`src/rtl/oflow_buffer_write_pkg.sv`:
```
// Shared types and constants for the frame-buffer write controller.
// grp_base is the first buffer address of a quad within the frame layout.
package oflow_buffer_write_pkg;

    localparam int unsigned PE_NUM = 24;
    localparam int unsigned QUAD   = 4;

    typedef enum logic [1:0] {
        IDLE,
        ARMED,
        WRITE,
        DONE
    } state_t;

    function automatic int unsigned calc_grp_base(input int unsigned row,
                                                  input int unsigned pe,
                                                  input int unsigned pe_num);
        return row * pe_num + pe * QUAD;
    endfunction

endpackage

```
`src/rtl/oflow_quad_serializer.sv`:
```
// Holds one captured bbox group and emits it one word per cycle
// as registered write-enable/address/data.
module oflow_quad_serializer
    import oflow_buffer_write_pkg::*;
#(
    parameter int DATA_W = 64,
    parameter int ADDR_W = 10
) (
    input  logic                     clk,
    input  logic                     reset,
    input  logic                     load,
    input  logic [2:0]               len,
    input  logic [ADDR_W-1:0]        base,
    input  logic [QUAD*DATA_W-1:0]   data,
    output logic                     we,
    output logic [ADDR_W-1:0]        addr,
    output logic [DATA_W-1:0]        wdata,
    output logic                     last
);

    logic [QUAD-1:0][DATA_W-1:0] data_q;
    logic [2:0]                  len_q;
    logic [2:0]                  cur_k;
    logic [2:0]                  nxt_k;
    logic [ADDR_W-1:0]           base_q;

    assign nxt_k = cur_k + 3'd1;
    assign last  = we && (cur_k == len_q - 3'd1);

    // NOTE: the capture register is a handful of flops, not a RAM, so it is
    // reset along with everything else; a real memory array would not be.
    always_ff @(posedge clk or posedge reset) begin
        if (reset) begin
            data_q <= '0;
            len_q  <= '0;
            base_q <= '0;
            cur_k  <= '0;
            we     <= 1'b0;
            addr   <= '0;
            wdata  <= '0;
        end else if (load) begin
            // Word 0 goes out on the cycle right after the capture edge.
            data_q <= data;
            len_q  <= len;
            base_q <= base;
            cur_k  <= 3'd0;
            we     <= 1'b1;
            addr   <= base;
            wdata  <= data[DATA_W-1:0];
        end else if (we && !last) begin
            cur_k  <= nxt_k;
            addr   <= base_q + ADDR_W'(nxt_k);
            wdata  <= data_q[nxt_k[1:0]];
        end else begin
            we     <= 1'b0;
        end
    end

endmodule

```
`src/rtl/oflow_buffer_fsm_write.sv`:
```
// Frame-buffer write controller: accepts quad groups from the core sequencer,
// serialises them into the buffer and signals when the whole frame is stored.
module oflow_buffer_fsm_write
    import oflow_buffer_write_pkg::*;
#(
    parameter int unsigned PE_NUM = oflow_buffer_write_pkg::PE_NUM,
    parameter int          DATA_W = 64,
    parameter int          ADDR_W = 10,
    parameter int          NUM_W  = 10,
    parameter int          ROW_W  = 4,
    parameter int          PE_W   = 3
) (
    input  logic                     clk,
    input  logic                     reset,
    input  logic [NUM_W-1:0]         num_of_bbox_in_frame,
    input  logic                     start_write,
    input  logic                     ready_from_core,
    input  logic [1:0]               remainder,
    input  logic [ROW_W-1:0]         row_sel,
    input  logic [PE_W-1:0]          pe_sel,
    input  logic [4*DATA_W-1:0]      quad_data,
    output logic                     mem_we,
    output logic [ADDR_W-1:0]        mem_addr,
    output logic [DATA_W-1:0]        mem_wdata,
    output logic                     busy,
    output logic                     done_write_buffer,
    output logic                     overflow_err
);

    state_t             state_q, state_d;
    logic [NUM_W-1:0]   frame_total;
    logic [NUM_W-1:0]   written_cnt;
    logic [NUM_W:0]     cnt_after;
    logic               frame_end;
    logic               start_accept;
    logic               load;
    logic               drop;
    logic               room;
    logic               suppress;
    logic               ser_we;
    logic               ser_last;
    logic [2:0]         grp_len;
    logic [ADDR_W-1:0]  grp_base;

    assign grp_base = ADDR_W'(calc_grp_base(32'(row_sel), 32'(pe_sel), PE_NUM));
    assign grp_len  = (remainder == 2'd0) ? 3'd4 : {1'b0, remainder};

    // Words past the latched frame length never reach the buffer.
    assign room      = written_cnt < frame_total;
    assign mem_we    = ser_we && room;
    assign suppress  = ser_we && !room;
    assign cnt_after = {1'b0, written_cnt} + (NUM_W+1)'(mem_we);
    assign frame_end = cnt_after >= {1'b0, frame_total};

    assign start_accept      = (state_q == IDLE) && start_write;
    assign busy              = (state_q != IDLE);
    assign done_write_buffer = (state_q == DONE);

    oflow_quad_serializer #(
        .DATA_W (DATA_W),
        .ADDR_W (ADDR_W)
    ) u_serializer (
        .clk   (clk),
        .reset (reset),
        .load  (load),
        .len   (grp_len),
        .base  (grp_base),
        .data  (quad_data),
        .we    (ser_we),
        .addr  (mem_addr),
        .wdata (mem_wdata),
        .last  (ser_last)
    );

    // NOTE: every always_comb output gets a default first, so no path
    // through the case can leave a signal unassigned and infer a latch.
    always_comb begin
        state_d = state_q;
        load    = 1'b0;
        drop    = 1'b0;
        case (state_q)
            IDLE: begin
                if (start_write)
                    state_d = (num_of_bbox_in_frame == '0) ? DONE : ARMED;
            end
            ARMED: begin
                if (ready_from_core) begin
                    load    = 1'b1;
                    state_d = WRITE;
                end
            end
            WRITE: begin
                if (ser_last) begin
                    if (frame_end) begin
                        state_d = DONE;
                        drop    = ready_from_core;
                    end else if (ready_from_core) begin
                        load    = 1'b1;
                    end else begin
                        state_d = ARMED;
                    end
                end else begin
                    drop = ready_from_core;
                end
            end
            DONE: begin
                state_d = IDLE;
            end
            default: state_d = IDLE;
        endcase
    end

    // NOTE: state registers use non-blocking assignments so every flop
    // samples the pre-edge values regardless of statement order.
    always_ff @(posedge clk or posedge reset) begin
        if (reset) begin
            state_q      <= IDLE;
            frame_total  <= '0;
            written_cnt  <= '0;
            overflow_err <= 1'b0;
        end else begin
            state_q <= state_d;
            if (start_accept) begin
                frame_total  <= num_of_bbox_in_frame;
                written_cnt  <= '0;
                overflow_err <= 1'b0;
            end else begin
                if (mem_we)
                    written_cnt <= written_cnt + NUM_W'(1);
                if (drop || suppress)
                    overflow_err <= 1'b1;
            end
        end
    end

endmodule

```
`config.mk`:
```
export PLATFORM = sky130hd
export DESIGN_NAME = oflow_buffer_fsm_write
export DESIGN_NICKNAME = d
export VERILOG_FILES = /design/src/rtl/oflow_buffer_write_pkg.sv /design/src/rtl/oflow_quad_serializer.sv /design/src/rtl/oflow_buffer_fsm_write.sv
export SDC_FILE = /design/constraint.sdc
export NUM_CORES = 1
export LEC_CHECK = 0
export BUFFER_PORTS_ARGS = -buffer_cell sky130_fd_sc_hd__buf_4
export CAP_MARGIN = 25
export CORE_ASPECT_RATIO = 1.4
export CORE_MARGIN = 10
export CORE_UTILIZATION = 59
export DETAILED_ROUTE_END_ITERATION = 8
export GPL_TIMING_DRIVEN = 0
export PLACE_DENSITY = 0.85
export SLEW_MARGIN = 20
export SYNTH_ARGS = -nofsm -noshare
export SYNTH_HDL_FRONTEND = slang
export SYNTH_SLANG_ARGS = --single-unit
export TNS_END_PERCENT = 1
```
`constraint.sdc`:
```
create_clock -name clk -period 22.5 [get_ports clk]
set_input_delay 2.25 -clock clk [delete_from_list [all_inputs] [get_ports clk]]
set_output_delay 2.25 -clock clk [all_outputs]
set_load 0.005 [all_outputs]
```
# Word-level counts from Yosys, hierarchy flattened
# Cells that the tools add are included.
word_totals:
  register_bits: 370
  in_bits: 279
  output_inout_bits: 78
  wordCells: 78
classes:
  add_sub_neg: 6
  multipliers: 1
  n_lt_le_gt_ge: 3
  eq_ne: 9
  muxes: 29
  n_reduce_logical: 16
ops:
  columns: ["cell", "n"]
  rows:
  - ["two-way mux 64 bit", 3]
  - ["binary-select mux 64 bit (select 2 bit)", 1]
  - ["two-way mux 10 bit", 4]
  - ["two-way mux 2 bit", 6]
  - ["adder 10 x 1 -> 11 bit", 1]
  - [">= comparator 11 x 10 -> 1 bit", 1]
  - ["adder 10 x 1 -> 10 bit (second input constant)", 1]
  - ["adder 10 x 3 -> 10 bit", 1]
  - ["adder 9 x 5 -> 10 bit", 1]
  - ["zero test 10 bit", 1]
  - ["less-than comparator 10 bit", 1]
  - ["two-way mux 1 bit", 10]
  - ["two-way mux 3 bit", 3]
  - ["one-hot mux 2 bit (4 select lines)", 1]
  - ["nonzero test 2 bit", 4]
  - ["multiplier 4 x 2 -> 6 bit (second input constant)", 1]
  - ["!= test 2 bit (second input constant)", 3]
  - ["logical AND 1 bit", 5]
  - ["== test 2 bit (second input constant)", 2]
  - ["zero test 2 bit", 2]
  - ["AND reduction 4 bit", 1]
  - ["adder 3 x 1 -> 3 bit (second input constant)", 1]
  - ["== test 3 bit", 1]
  - ["less-than comparator 2 x 3 -> 1 bit (second input constant)", 1]
  - ["7 further kinds", 8]

# Longest topological paths before layout
# Gate-level depths: netlist of run 1.
depth:
  ltp_word: 10
  depth_mapped: 24
  mapped_depth_nobuf: 19

# Hierarchy
# Synthesis of run 1 repeated with hierarchy kept, for this count alone.
unflattened:
  hier_cells: 1400
  area_unflattened_um2: 17494.3
modules_own_cells:
  columns: ["module", "n_inst", "cells_each", "area_per_inst_um2", "seq_area_each_um2"]
  rows:
  - ["oflow_quad_serializer", 1, 1159, 15432.3, 8683.3]
  - ["oflow_buffer_fsm_write", 1, 241, 2062.0, 575.6]

# Worst setup path after synthesis of run 1
# Ideal clock, no wire load.
synth_timing:
  path_type: "flip-flop to flip-flop"
  startpoint: "register written_cnt[3]"
  endpoint: "register u_serializer.data_q[190] (netlist bit)"
  setup_time_ns: 0.116
  arrival_time_ns: 4.110
  required_ns: 22.384
  setup_slack_ns: 18.274
  stages_incl_launch_ff: 24
  path_buffers: 5
  cell_sequence: "dfrtp_1 -> ha_1 -> o211ai_1 -> a31oi_1 -> o41ai_2 -> a31oi_1 -> buf_2 -> inv_1 -> ha_1 -> ha_1 -> and3_1 -> nand2_1 -> xnor2_1 -> ha_1 -> and3_1 -> and2_1 -> a21oi_1 -> a31o_1 -> buf_6 -> buf_6 -> buf_6 -> buf_6 -> nand2_2 -> nand2_1"
synth_between:
  elab_chain_cells: 7
synth_lines:
  columns: ["item", "line_no", "source"]
  rows:
  - ["start, declared", "oflow_buffer_fsm_write.sv:32", "logic [NUM_W-1:0] written_cnt;"]
  - ["start signal, assigned", "oflow_buffer_fsm_write.sv:129", "written_cnt <= written_cnt + NUM_W'(1);"]
  - ["less-than comparator 10 bit", "oflow_buffer_fsm_write.sv:49", "assign room = written_cnt < frame_total;"]
  - ["logical AND 1 bit", "oflow_buffer_fsm_write.sv:50", "assign mem_we = ser_we && room;"]
  - ["named net mem_we", "oflow_buffer_fsm_write.sv:22", "output logic mem_we,"]
  - ["adder 10 x 1 -> 11 bit", "oflow_buffer_fsm_write.sv:52", "assign cnt_after = {1'b0, written_cnt} + (NUM_W+1)'(mem_we);"]
  - [">= comparator 11 x 10 -> 1 bit", "oflow_buffer_fsm_write.sv:53", "assign frame_end = cnt_after >= {1'b0, frame_total};"]
  - ["two-way mux 1 bit", "oflow_buffer_fsm_write.sv:94", "if (frame_end) begin"]
  - ["two-way mux 1 bit", "oflow_buffer_fsm_write.sv:93", "if (ser_last) begin"]
  - ["one-hot mux 1 bit (2 select lines)", "oflow_buffer_fsm_write.sv:81", "case (state_q)"]
  - ["end signal, assigned", "oflow_quad_serializer.sv:43", "data_q <= data;"]
  - ["end, declared", "oflow_quad_serializer.sv:21", "logic [QUAD-1:0][DATA_W-1:0] data_q;"]
# The timed path passes the listed nets, and every way through them passes these cells.
# A chain may end at the register's enable or synchronous reset.

# Worst setup path after layout of run 1
layout_timing:
  startpoint: "register written_cnt[3]"
  endpoint: "register u_serializer.data_q[169] (netlist bit)"
layout_between:
  elab_chain_cells: 7
layout_lines:
  columns: ["item", "line_no"]
  rows:
  - ["less-than comparator 10 bit", "oflow_buffer_fsm_write.sv:49"]
  - ["logical AND 1 bit", "oflow_buffer_fsm_write.sv:50"]
  - ["adder 10 x 1 -> 11 bit (*)", "oflow_buffer_fsm_write.sv:52"]
  - [">= comparator 11 x 10 -> 1 bit (*)", "oflow_buffer_fsm_write.sv:53"]
  - ["two-way mux 1 bit (*)", "oflow_buffer_fsm_write.sv:94"]
  - ["two-way mux 1 bit (*)", "oflow_buffer_fsm_write.sv:93"]
  - ["one-hot mux 1 bit (2 select lines) (*)", "oflow_buffer_fsm_write.sv:81"]
# Mark *: on every way between the ends. The rest lies on a longest branch, timed or not.

==> flow_summary.yaml, run 1 <==
sta:
  max_freq_mhz: 182
  slew_headroom_pct: 43.8
  final-hold-violation-count: 0
  finalSetupTns_ps: 0
  tightest_slew_ps: 844
  finClkSkew_ps: 27.2
  hold_ws_ps: 470
  finalSetupViolations: 0
  post-route-min-period_ps: 5490
  slew_viol_final: 0
  finalCritPeriodShare_pct: 24.4
  rsz0062_at_grt: "no"
placement:
  place_congestion: 0.910
  dp_hpwl_mm: 39.4
  port_buffers: 356
drt:
  wl_per_cell_um: 21.7
  route.detailed.drc: 0
  ant_nets: 0
  via_per_inst: 5.77
  vias: 14600
  first_iter_violations: 1059
  drt_pass1_iterations: 5
  postRouteWirelength_mm: 54.9
global_route:
  grtUsageMet3_pct: 7.28
  met2_usage_pct: 50.3
  grt_pass1_vias: 15900
  grt.busiest_layer: "met2"
  grt_pass1_wl_mm: 85.1
  antenna_found_initial: 1
  overflow: 0
  grt.total_usage_pct: 30.0
  gr-usage-met1_pct: 32.8
  grt_max_degree: 108
cts:
  ctsResizeCount: 0
  cts_buffer_depth: 3
  tritoncts: "yes"
  htreeDepth: 2
  ctsHoldBuffers: 0
  clock-sinks: 366
  clock_latency_ps: 540
  clk_pin_slew_worst_paths_ps: 60
  cts_setup_buffers: 0
  cts_root_buf: "clkbuf_16"
  cts_buffers: 38
power_and_ir_drop:
  p_leak_nw: 11.4
  power_density_nw_per_um2: 149
  total_power_w: 0.00321
  ir_worst_vdd_mv: 0.0968
run:
  drv_cap: 0
run_status:
  status: "completed"
worst_setup_path:
  cpPeakStageDelay_ps: 560
  cpMaxStageDelayCell: "a31oi_1"
  cp-end-kind: "flop"
  path_max_fanout: 10
  startpoint_type: "flop"
  required_ps: 22950
  worstPathArrival_ps: 5950
  reg2reg_slack_ps: 17010
  path_class: "reg2reg"
  cp_common_cell: "ha_1"
  cp_cell_sequence: "ha_1 -> o211ai_1 -> a31oi_1 -> o41ai_2 -> a31oi_1 -> buf_2 -> inv_1 -> ha_1 -> ha_1 -> and3_1 -> nand2_1 -> xnor2_1 -> ha_1 -> and3_1 -> and2_1 -> a21oi_1 -> a31o_1 -> buf_6 -> buf_2 -> buf_2 -> nand2_1 -> nand2_1"
floorplan:
  core-area_sq_um: 28400
  rows: 73
  die_w_um: 164
  dieArea_sq_um: 36200
  ioPinCount: 357
  start_util_pct: 60.0
  die_y_um: 221
logic_synthesis:
  async_flop_share_pct: 100
  yosysUniqueCellTypes: 48
  syn-num-nets: 2042
  ys_warn_count: 0
  synth_cells: 1723
  ys_ff_latch: 366
  synth_edf_count: 0
  syn_area_sq_um: 17000
  synth-seq-area-share_pct: 53.8
  syn_avg_cell_area_sq_um: 9.89
  synth_top_flop_cell: "dfrtp_1"
layout:
  area_growth_pct: 26.3
  nNetsFinal: 2441
  final_layout_size_suffix_gt1_share_pct: 27.0
min_path:
  hold_path.class: "reg2reg"
[metrics by stage]
stage               instances  util (%)  area, sq um  setup slack, ps
finish                   2524      75.7        21500            17010
global route             2524      75.7        21500            16580
CTS                      2523      75.7        21500            17100
detailed placement       2457      71.3        20300            17140
global placement         2454      71.0        20200             6730
floorplan                1723         -        17000            10090
[cell usage after synthesis, drive strengths merged, types with 8 or more instances]
library cell | instances | share of area [%]
a21oi | 28 | 0.82
buf | 76 | 2.7
clkbuf | 22 | 0.48
dfrtp | 366 | 54
ha | 38 | 2.8
inv | 26 | 0.57
mux2i | 71 | 4.2
mux4 | 64 | 8.5
nand2 | 822 | 18
nand3 | 14 | 0.41
nor2 | 15 | 0.33
o21ai | 91 | 2.7
xnor2 | 18 | 0.93
xor2 | 8 | 0.41
[registers in the layout, summed over array words and instances, names as in the netlist]
| signal | count |
|---|---|
| u_serializer.base_q | 8 |
| u_serializer.we | 1 |
| u_serializer.cur_k | 1 |
| overflow_err | 1 |
| written_cnt | 10 |
| u_serializer.wdata | 64 |
| u_serializer.addr | 10 |
| state_q | 2 |
| u_serializer.len_q | 3 |
| u_serializer.data_q | 256 |
| frame_total | 10 |
[metal layers]
metal  vias up  routed length, um
li1       6449                  -
met1      7129              19000
met2       746              27400
met3       246               4280
met4         0               4230
met5         -                  0
[kinds of logic after synthesis]
group	after synthesis	synth area share, %
buffers and inverters	124	3.75
AO/OA/AOI/OAI	146	4.84
AND/OR/NAND/NOR	884	20.4
flip-flops	366	53.8
adder cells (fa/ha/maj)	40	3.03
XOR/XNOR	27	1.47
multiplexers	136	12.7
[power by group]
part           switching (W)  internal (W)  leakage, nW
logic               0.000786      0.000644         6.16
clock network       0.000263      0.000375        0.618
registers           0.000182      0.000965         4.61
[critical path, delay by kind of cell (launching register included)]
family	cells	cell delay (ps)
AO/OA/AOI/OAI	6	1390
XOR/XNOR	1	120
adder cells (fa/ha/maj)	4	1140
buffers and inverters	5	1340
flip-flops	1	480
AND/OR/NAND/NOR	6	940
[cell usage in the layout (no fill, tap or decap), types with 14 or more instances in the layout]
| master | count |
|---|---|
| ha_1 | 38 |
| o21ai_0 | 91 |
| clkbuf_1 | 29 |
| dfrtp_1 | 366 |
| nand3_1 | 14 |
| buf_2 | 55 |
| mux4_2 | 64 |
| clkbuf_16 | 39 |
| nand2_2 | 20 |
| a21oi_1 | 28 |
| nand2_1 | 802 |
| inv_1 | 24 |
| buf_4 | 360 |
| xnor2_1 | 18 |
| mux2i_1 | 71 |
| nor2_1 | 15 |
[layout make-up]
| cell class | instances | area [sq um] |
|---|---|---|
| buffer | 98 | 542 |
| tap | 375 | 469 |
| clock inverter | 13 | 146 |
| timing repair buffer | 359 | 2760 |
| fill | 1908 | 6890 |
| antenna | 1 | 2.50 |
| clock buffer | 53 | 1100 |
| multi-input combinational | 1233 | 7240 |
| sequential | 366 | 9160 |
| inverter | 26 | 105 |
[final timing paths]
| kind | start | to | cells after the start |
|---|---|---|---|
| setup / recovery | written_cnt[3] | u_serializer.data_q[169] | 22 |
| hold / removal | u_serializer.data_q[206] | u_serializer.data_q[206] | 2 |
| setup reg to reg | written_cnt[3] | u_serializer.data_q[169] | 22 |
| hold reg to reg | u_serializer.data_q[206] | u_serializer.data_q[206] | 2 |
| max in group asynchronous | reset | u_serializer.data_q[128] | 3 |
| min in group asynchronous | reset | frame_total[8] | 2 |
No activity file was read; power rests on OpenSTA's default activity.
==> run 2: changes to the inputs <==
--- a/config.mk
+++ b/config.mk
@@ -5,14 +5,15 @@
 export SDC_FILE = /design/constraint.sdc
 export NUM_CORES = 1
 export LEC_CHECK = 0
+export ABC_AREA = 1
 export BUFFER_PORTS_ARGS = -buffer_cell sky130_fd_sc_hd__buf_4
 export CAP_MARGIN = 25
 export CORE_ASPECT_RATIO = 1.4
 export CORE_MARGIN = 10
-export CORE_UTILIZATION = 59
+export CORE_UTILIZATION = 50
 export DETAILED_ROUTE_END_ITERATION = 8
 export GPL_TIMING_DRIVEN = 0
-export PLACE_DENSITY = 0.85
+export PLACE_DENSITY = 0.76
 export SLEW_MARGIN = 20
 export SYNTH_ARGS = -nofsm -noshare
 export SYNTH_HDL_FRONTEND = slang
==> constraint.sdc (replaced) <==
create_clock -name clk -period 4.7 [get_ports clk]
set_input_delay 0.47 -clock clk [delete_from_list [all_inputs] [get_ports clk]]
set_output_delay 0.47 -clock clk [all_outputs]
set_load 0.005 [all_outputs]
==> run 2 against run 1 <==
Effect of this change:
- global-route usage shrank 2.8 points
- clock skew is 4.2 ps higher
- first-iteration DRC count is 29% higher
- sequential share of layout area fell by 2.5 points
- setup slack worse by 17000 ps
- clock power grew to 4.6 times the previous value
- highest routed layer is now met5
- clock-buffer cell count down 2
- worst hold slack worse by 350 ps
- synthesized cell count rose by 32%
- via count up 18%
- routed wire length is 13% higher
- sequential power grew to 4.8 times the previous value
- largest power group unchanged
==> flow_summary.yaml, run 2 <==
cts:
  cts_buffer_depth: 3
  clk_pin_slew_worst_paths_ps: 60
  htreeDepth: 2
  cts_buffers: 36
  tritoncts: "yes"
  clock-sinks: 366
  clock_latency_ps: 540
  cts_root_buf: "clkbuf_16"
worst_setup_path:
  path_max_fanout: 11
  worstPathArrival_ps: 4940
  cp-end-kind: "flop"
  cp_common_cell: "nand2_1"
  startpoint_type: "flop"
  r2r-start: "written_cnt[5]"
  r2r-end: "u_serializer.data_q[207]"
  startpoint: "written_cnt[5]"
  path_class: "reg2reg"
  required_ps: 5190
  cpPeakStageDelay_ps: 430
  reg2reg_depth: 30
  reg2reg_slack_ps: 250
  cpMaxStageDelayCell: "dfrtp_2"
logic_synthesis:
  synth_edf_count: 0
  yosysUniqueCellTypes: 37
  yosysMostFrequentCell: "nand2_1"
  syn_area_sq_um: 17900
  syn-num-nets: 2594
  netlist.area_leader.share_pct: 51.1
  synth-seq-area-share_pct: 51.1
  async_flop_share_pct: 100
  ys_ff_latch: 366
  yosysTopAreaCell: "dfrtp_1"
  synth.area.top_cells: "dfrtp_1, nand2_1, nand3_1, o21ai_0, inv_1"
  syn_avg_cell_area_sq_um: 7.87
  synthTopCellsByCount: "nand2_1, dfrtp_1, nand3_1, inv_1, o21ai_0"
  synth_cells: 2275
  synth_top_flop_cell: "dfrtp_1"
  ys_warn_count: 0
floorplan:
  start_util_pct: 50.3
  die_w_um: 180
  rows: 82
  core-area_sq_um: 35600
  dieArea_sq_um: 43900
  ioPinCount: 357
  die_y_um: 244
layout:
  largest-register: "u_serializer.data_q"
  mostFrequentLayoutCell: "nand2_1"
  nNetsFinal: 3006
  final_cell_mix: "nand2_1, buf_4, dfrtp_1"
  largest_reg_flops: 256
  reg_top3: "u_serializer.data_q (256), u_serializer.wdata (64)"
  final_layout_size_suffix_gt1_share_pct: 19.3
  area_growth_pct: 27.7
  finish.utilization_pct: 64.3
  fin_area_sq_um: 22900
drt:
  postRouteWirelength_mm: 62.1
  ant_nets: 0
  vias: 17200
  route.detailed.drc: 0
  via_per_inst: 5.42
  first_iter_violations: 1367
  drt_pass1_iterations: 6
  wl_per_cell_um: 19.6
power_and_ir_drop:
  total_power_w: 0.0172
  switchingPower_w: 0.00763
  clock_power_share_pct: 17.2
  intPower_w: 0.00962
  ir_worst_vdd_mv: 0.358
  combinationalPowerShare_pct: 51.0
  pwr-share-seq_pct: 31.8
  p_leak_nw: 12.3
  switching_share_pct: 44.2
  power_density_nw_per_um2: 754
sta:
  finalSetupTns_ps: 0
  tightest_slew_ps: 863
  post-route-min-period_ps: 4450
  slew_viol_final: 0
  finClkSkew_ps: 31.4
  finalCritPeriodShare_pct: 94.8
  hold_ws_ps: 124
  finalSetupViolations: 0
  max_freq_mhz: 224
  slew_headroom_pct: 42.5
  final-hold-violation-count: 0
  rsz0062_at_grt: "yes"
placement:
  dp_hpwl_mm: 47.9
  place_congestion: 0.900
  port_buffers: 356
  place_area_sq_um: 21500
run:
  drv_cap: 0
global_route:
  grt.total_usage_pct: 27.3
  grt_pass1_vias: 17500
  grt_pass1_wl_mm: 95.9
  overflow: 0
  antenna_found_initial: 2
  grt_max_degree: 34
run_status:
  status: "completed"
min_path:
  worstHoldStart: "quad_data[111]"
  hold_path.class: "in2reg"
  worstHoldPathCells: 3
  hold_end: "u_serializer.data_q[111]"
==> run 2: worst max path at each step <==
stage | endpoint | slack (ps) | depth (start not counted)
after floorplan | frame_total[0] | -680 | 1
after global placement | u_serializer.data_q[182] | -2780 | 2
after detailed placement | u_serializer.data_q[131] | -250 | 29
after CTS | u_serializer.data_q[159] | -3 | 29
after global routing | u_serializer.data_q[95] | -80 | 30
final | u_serializer.data_q[207] | 250 | 30
==> run 2: routing by layer <==
metal | share of wire (%) | wire length (um) | vias to the layer above | track usage [%]
met2 | 50 | 31300 | 755 | 47.8
met1 | 38 | 23700 | 8180 | 31.9
met4 | 4.9 | 3060 | 2 | 13.4
li1 | - | - | 8088 | -
met3 | 6.5 | 4010 | 162 | 4.52
met5 | 0.018 | 11 | - | 0
==> run 2: cells by family after synthesis <==
| kind of cell | share of synthesized area [%] |
|---|---|
| buffers and inverters | 7.47 |
| xor gates and xnor gates | 1.12 |
| muxes | 0.0629 |
| DFF | 51.1 |
| AOI/OAI and AO/OA | 10.2 |
| and+or+nand+nor | 27.2 |
| adders and majority gates | 2.88 |
==> run 2: stage by stage <==
| step | setup slack [ps] | std cells |
|---|---|---|
| 6_report | 245 | 3172 |
| 5_1_grt | -78.6 | 3172 |
| 2_1_floorplan | -680 | 2275 |
| 3_5_place_dp | -248 | 3106 |
| 3_3_place_gp | -2780 | 3093 |
| 4_1_cts | -2.51 | 3167 |
==> run 2: area by class of cell <==
type	instances	area, sq um
Antenna cell	1	2.50
Buffer	144	903
Clock buffer	51	1040
Clock inverter	9	140
Fill cell	3019	12700
Inverter	161	608
Multi-Input combinational cell	1604	7440
Sequential cell	366	9160
Tap cell	462	578
Timing Repair Buffer	374	3000
==> run 2: worst max-delay path, delay by kind of cell (launching register included) <==
family	cells	cell delay, ps
simple gates	18	1810
flops	1	430
compound gates	2	340
buf+inv	6	810
fa+ha+maj	4	990
==> run 2: power by group through the flow <==
stage	clock, W	sequential (W)	combinational, W
CTS	0.00299	0.00546	0.00863
detailed placement	0	0.00549	0.00850
global route	0.00311	0.00561	0.00983
floorplan	0	0.00527	0.00561
finish	0.00296	0.00549	0.00880
global placement	0	0.00546	0.00825
==> run 2: repair_timing <==
item	in CTS	in global routing
buffers inserted	0	3
pin swaps	0	2
hold endpoints to repair	8	0
hold buffers	1	0
resized for setup	18	66
gates cloned	0	0
endpoints found under the setup margin	266	343
==> run 3: changes to the inputs <==
--- a/config.mk
+++ b/config.mk
@@ -8,7 +8,7 @@
 export ABC_AREA = 1
 export BUFFER_PORTS_ARGS = -buffer_cell sky130_fd_sc_hd__buf_4
 export CAP_MARGIN = 25
-export CORE_ASPECT_RATIO = 1.4
+export CORE_ASPECT_RATIO = 1.1
 export CORE_MARGIN = 10
 export CORE_UTILIZATION = 50
 export DETAILED_ROUTE_END_ITERATION = 8
==> run 3 against run 2 <==
Effect of this change:
- first-iteration DRC count increased by 4.0%
- via count increased by 0.49%
- critical path depth unchanged
- clock power increased by 4%
- non-clock buffer count increased by 5
- final area increased by 0.92%
- clock-buffer cell count increased by 3
==> flow_summary.yaml, run 3 (synthesized netlist as in run 2, its figures left out) <==
worst_setup_path:
  cp-end-kind: "flop"
  reg2reg_depth: 30
  required_ps: 5140
  cp_common_cell: "nand2_1"
  r2r-end: "u_serializer.wdata[3]"
  r2r-start: "written_cnt[1]"
  worstPathArrival_ps: 4820
  cpPeakStageDelay_ps: 420
  path_class: "reg2reg"
  reg2reg_slack_ps: 320
  startpoint_type: "flop"
  path_buf_inv: 6
  path_max_fanout: 11
  critPathTopFamily: "simple AND/OR/NAND/NOR gates"
  cpMaxStageDelayCell: "dfrtp_2"
global_route:
  met2_usage_pct: 47.4
  grt.total_usage_pct: 28.0
  grt_max_degree: 36
  grtUsageMet3_pct: 5.59
  overflow: 0
  grt_pass1_wl_mm: 98.1
  grt_pass1_vias: 17800
  gr-usage-met1_pct: 34.8
  grt.busiest_layer: "met2"
  antenna_found_initial: 1
drt:
  route.detailed.drc: 0
  first_iter_violations: 1421
  via_per_inst: 5.39
  postRouteWirelength_mm: 63.1
  ant_nets: 0
  drt_pass1_iterations: 5
  vias: 17300
  wl_per_cell_um: 19.7
sta:
  tightest_slew_ps: 1150
  rsz0062_at_grt: "no"
  final-hold-violation-count: 0
  slew_headroom_pct: 23.3
  max_freq_mhz: 228
  slew_viol_final: 0
  post-route-min-period_ps: 4380
  finalSetupViolations: 0
  hold_ws_ps: 28.2
  finalCritPeriodShare_pct: 93.3
  finClkSkew_ps: 32.1
cts:
  cts_buffers: 39
  htreeDepth: 2
  clock_latency_ps: 550
  cts_root_buf: "clkbuf_16"
  clk_pin_slew_worst_paths_ps: 60
  tritoncts: "yes"
  cts_buffer_depth: 3
  clock-sinks: 366
placement:
  place_congestion: 0.931
  port_buffers: 356
  dp_cells: 3124
  place_area_sq_um: 21400
  dp_hpwl_mm: 47.6
floorplan:
  die_y_um: 219
  core-area_sq_um: 35300
  rows: 72
  start_util_pct: 50.7
  dieArea_sq_um: 43800
  ioPinCount: 357
  die_w_um: 200
layout:
  mostFrequentLayoutCell: "nand2_1"
  nNetsFinal: 3014
  largest_reg_flops: 256
  final_layout_size_suffix_gt1_share_pct: 20.0
  final_cell_mix: "nand2_1, buf_4, dfrtp_1"
  fin_area_sq_um: 23100
  largest-register: "u_serializer.data_q"
  final_cells: 3205
  finish.utilization_pct: 65.4
  area_growth_pct: 28.9
  reg_top3: "u_serializer.data_q (256), u_serializer.wdata (64)"
run_status:
  status: "completed"
power_and_ir_drop:
  total_power_w: 0.0175
  power_density_nw_per_um2: 757
  ir_worst_vdd_mv: 0.357
  p_leak_nw: 12.4
min_path:
  hold_path.class: "in2async"
run:
  drv_cap: 0
run 3: cell count changes in the layout (fill, tap and decap cells not counted), sizes merged:
| cell | previous run | this run |
|---|---|---|
| buf | 455 | 462 |
| clkinvlp | 2 | 1 |
| clkinv | 5 | 13 |
| dlygate4sd3 | 1 | 0 |
| clkbuf | 113 | 115 |
| inv | 160 | 161 |
| bufinv | 3 | 1 |
run 3: area by class of cell:
type / instances / area [sq um]
well taps: 481 / 602
clock buffers: 54 / 1140
fillers: 2999 / 12200
plain buffers: 144 / 921
flip-flops and latches: 366 / 9160
repair buffers: 379 / 3030
clock inverters: 15 / 121
inverters: 161 / 616
multi-input cells: 1604 / 7490
diodes: 1 / 2.50
run 3: power breakdown:
part           switching (W)  internal, W
registers           0.000808      0.00467
clock network        0.00131      0.00177
logic                0.00563      0.00329
run 3: worst max path at each step:
stage / startpoint / endpoint / slack (ps) / cells past startpoint
final: written_cnt[1] / u_serializer.wdata[3] / 320 / 30
after global routing: written_cnt[5] / u_serializer.wdata[3] / 8 / 31
after CTS: written_cnt[5] / u_serializer.data_q[172] / -8 / 30
after detailed placement: written_cnt[5] / u_serializer.data_q[32] / -310 / 29
after global placement: reset / frame_total[1] / -2750 / 2
after floorplan: reset / frame_total[0] / -680 / 1
run 3: stage by stage:
step | setup slack [ps] | TNS [ps]
after floorplan | -680 | -248950
after global placement | -2750 | -1015590
after detailed placement | -308 | -39680
after CTS | -7.90 | -13.9
after global routing | 8.08 | 0
final | 317 | 0
run 3: timing repair:
action	in CTS	in global routing
pin swaps	0	5
hold buffers	0	0
setup buffers	0	10
endpoints found under the setup margin	299	343
resized for setup	17	82
gates cloned	0	1
run 3: layer usage:
metal  part of all wire (%)  wire, um
met1                     40     25000
met2                     48     30500
met3                    8.1      5140
met4                    3.9      2480
met5                      0         0
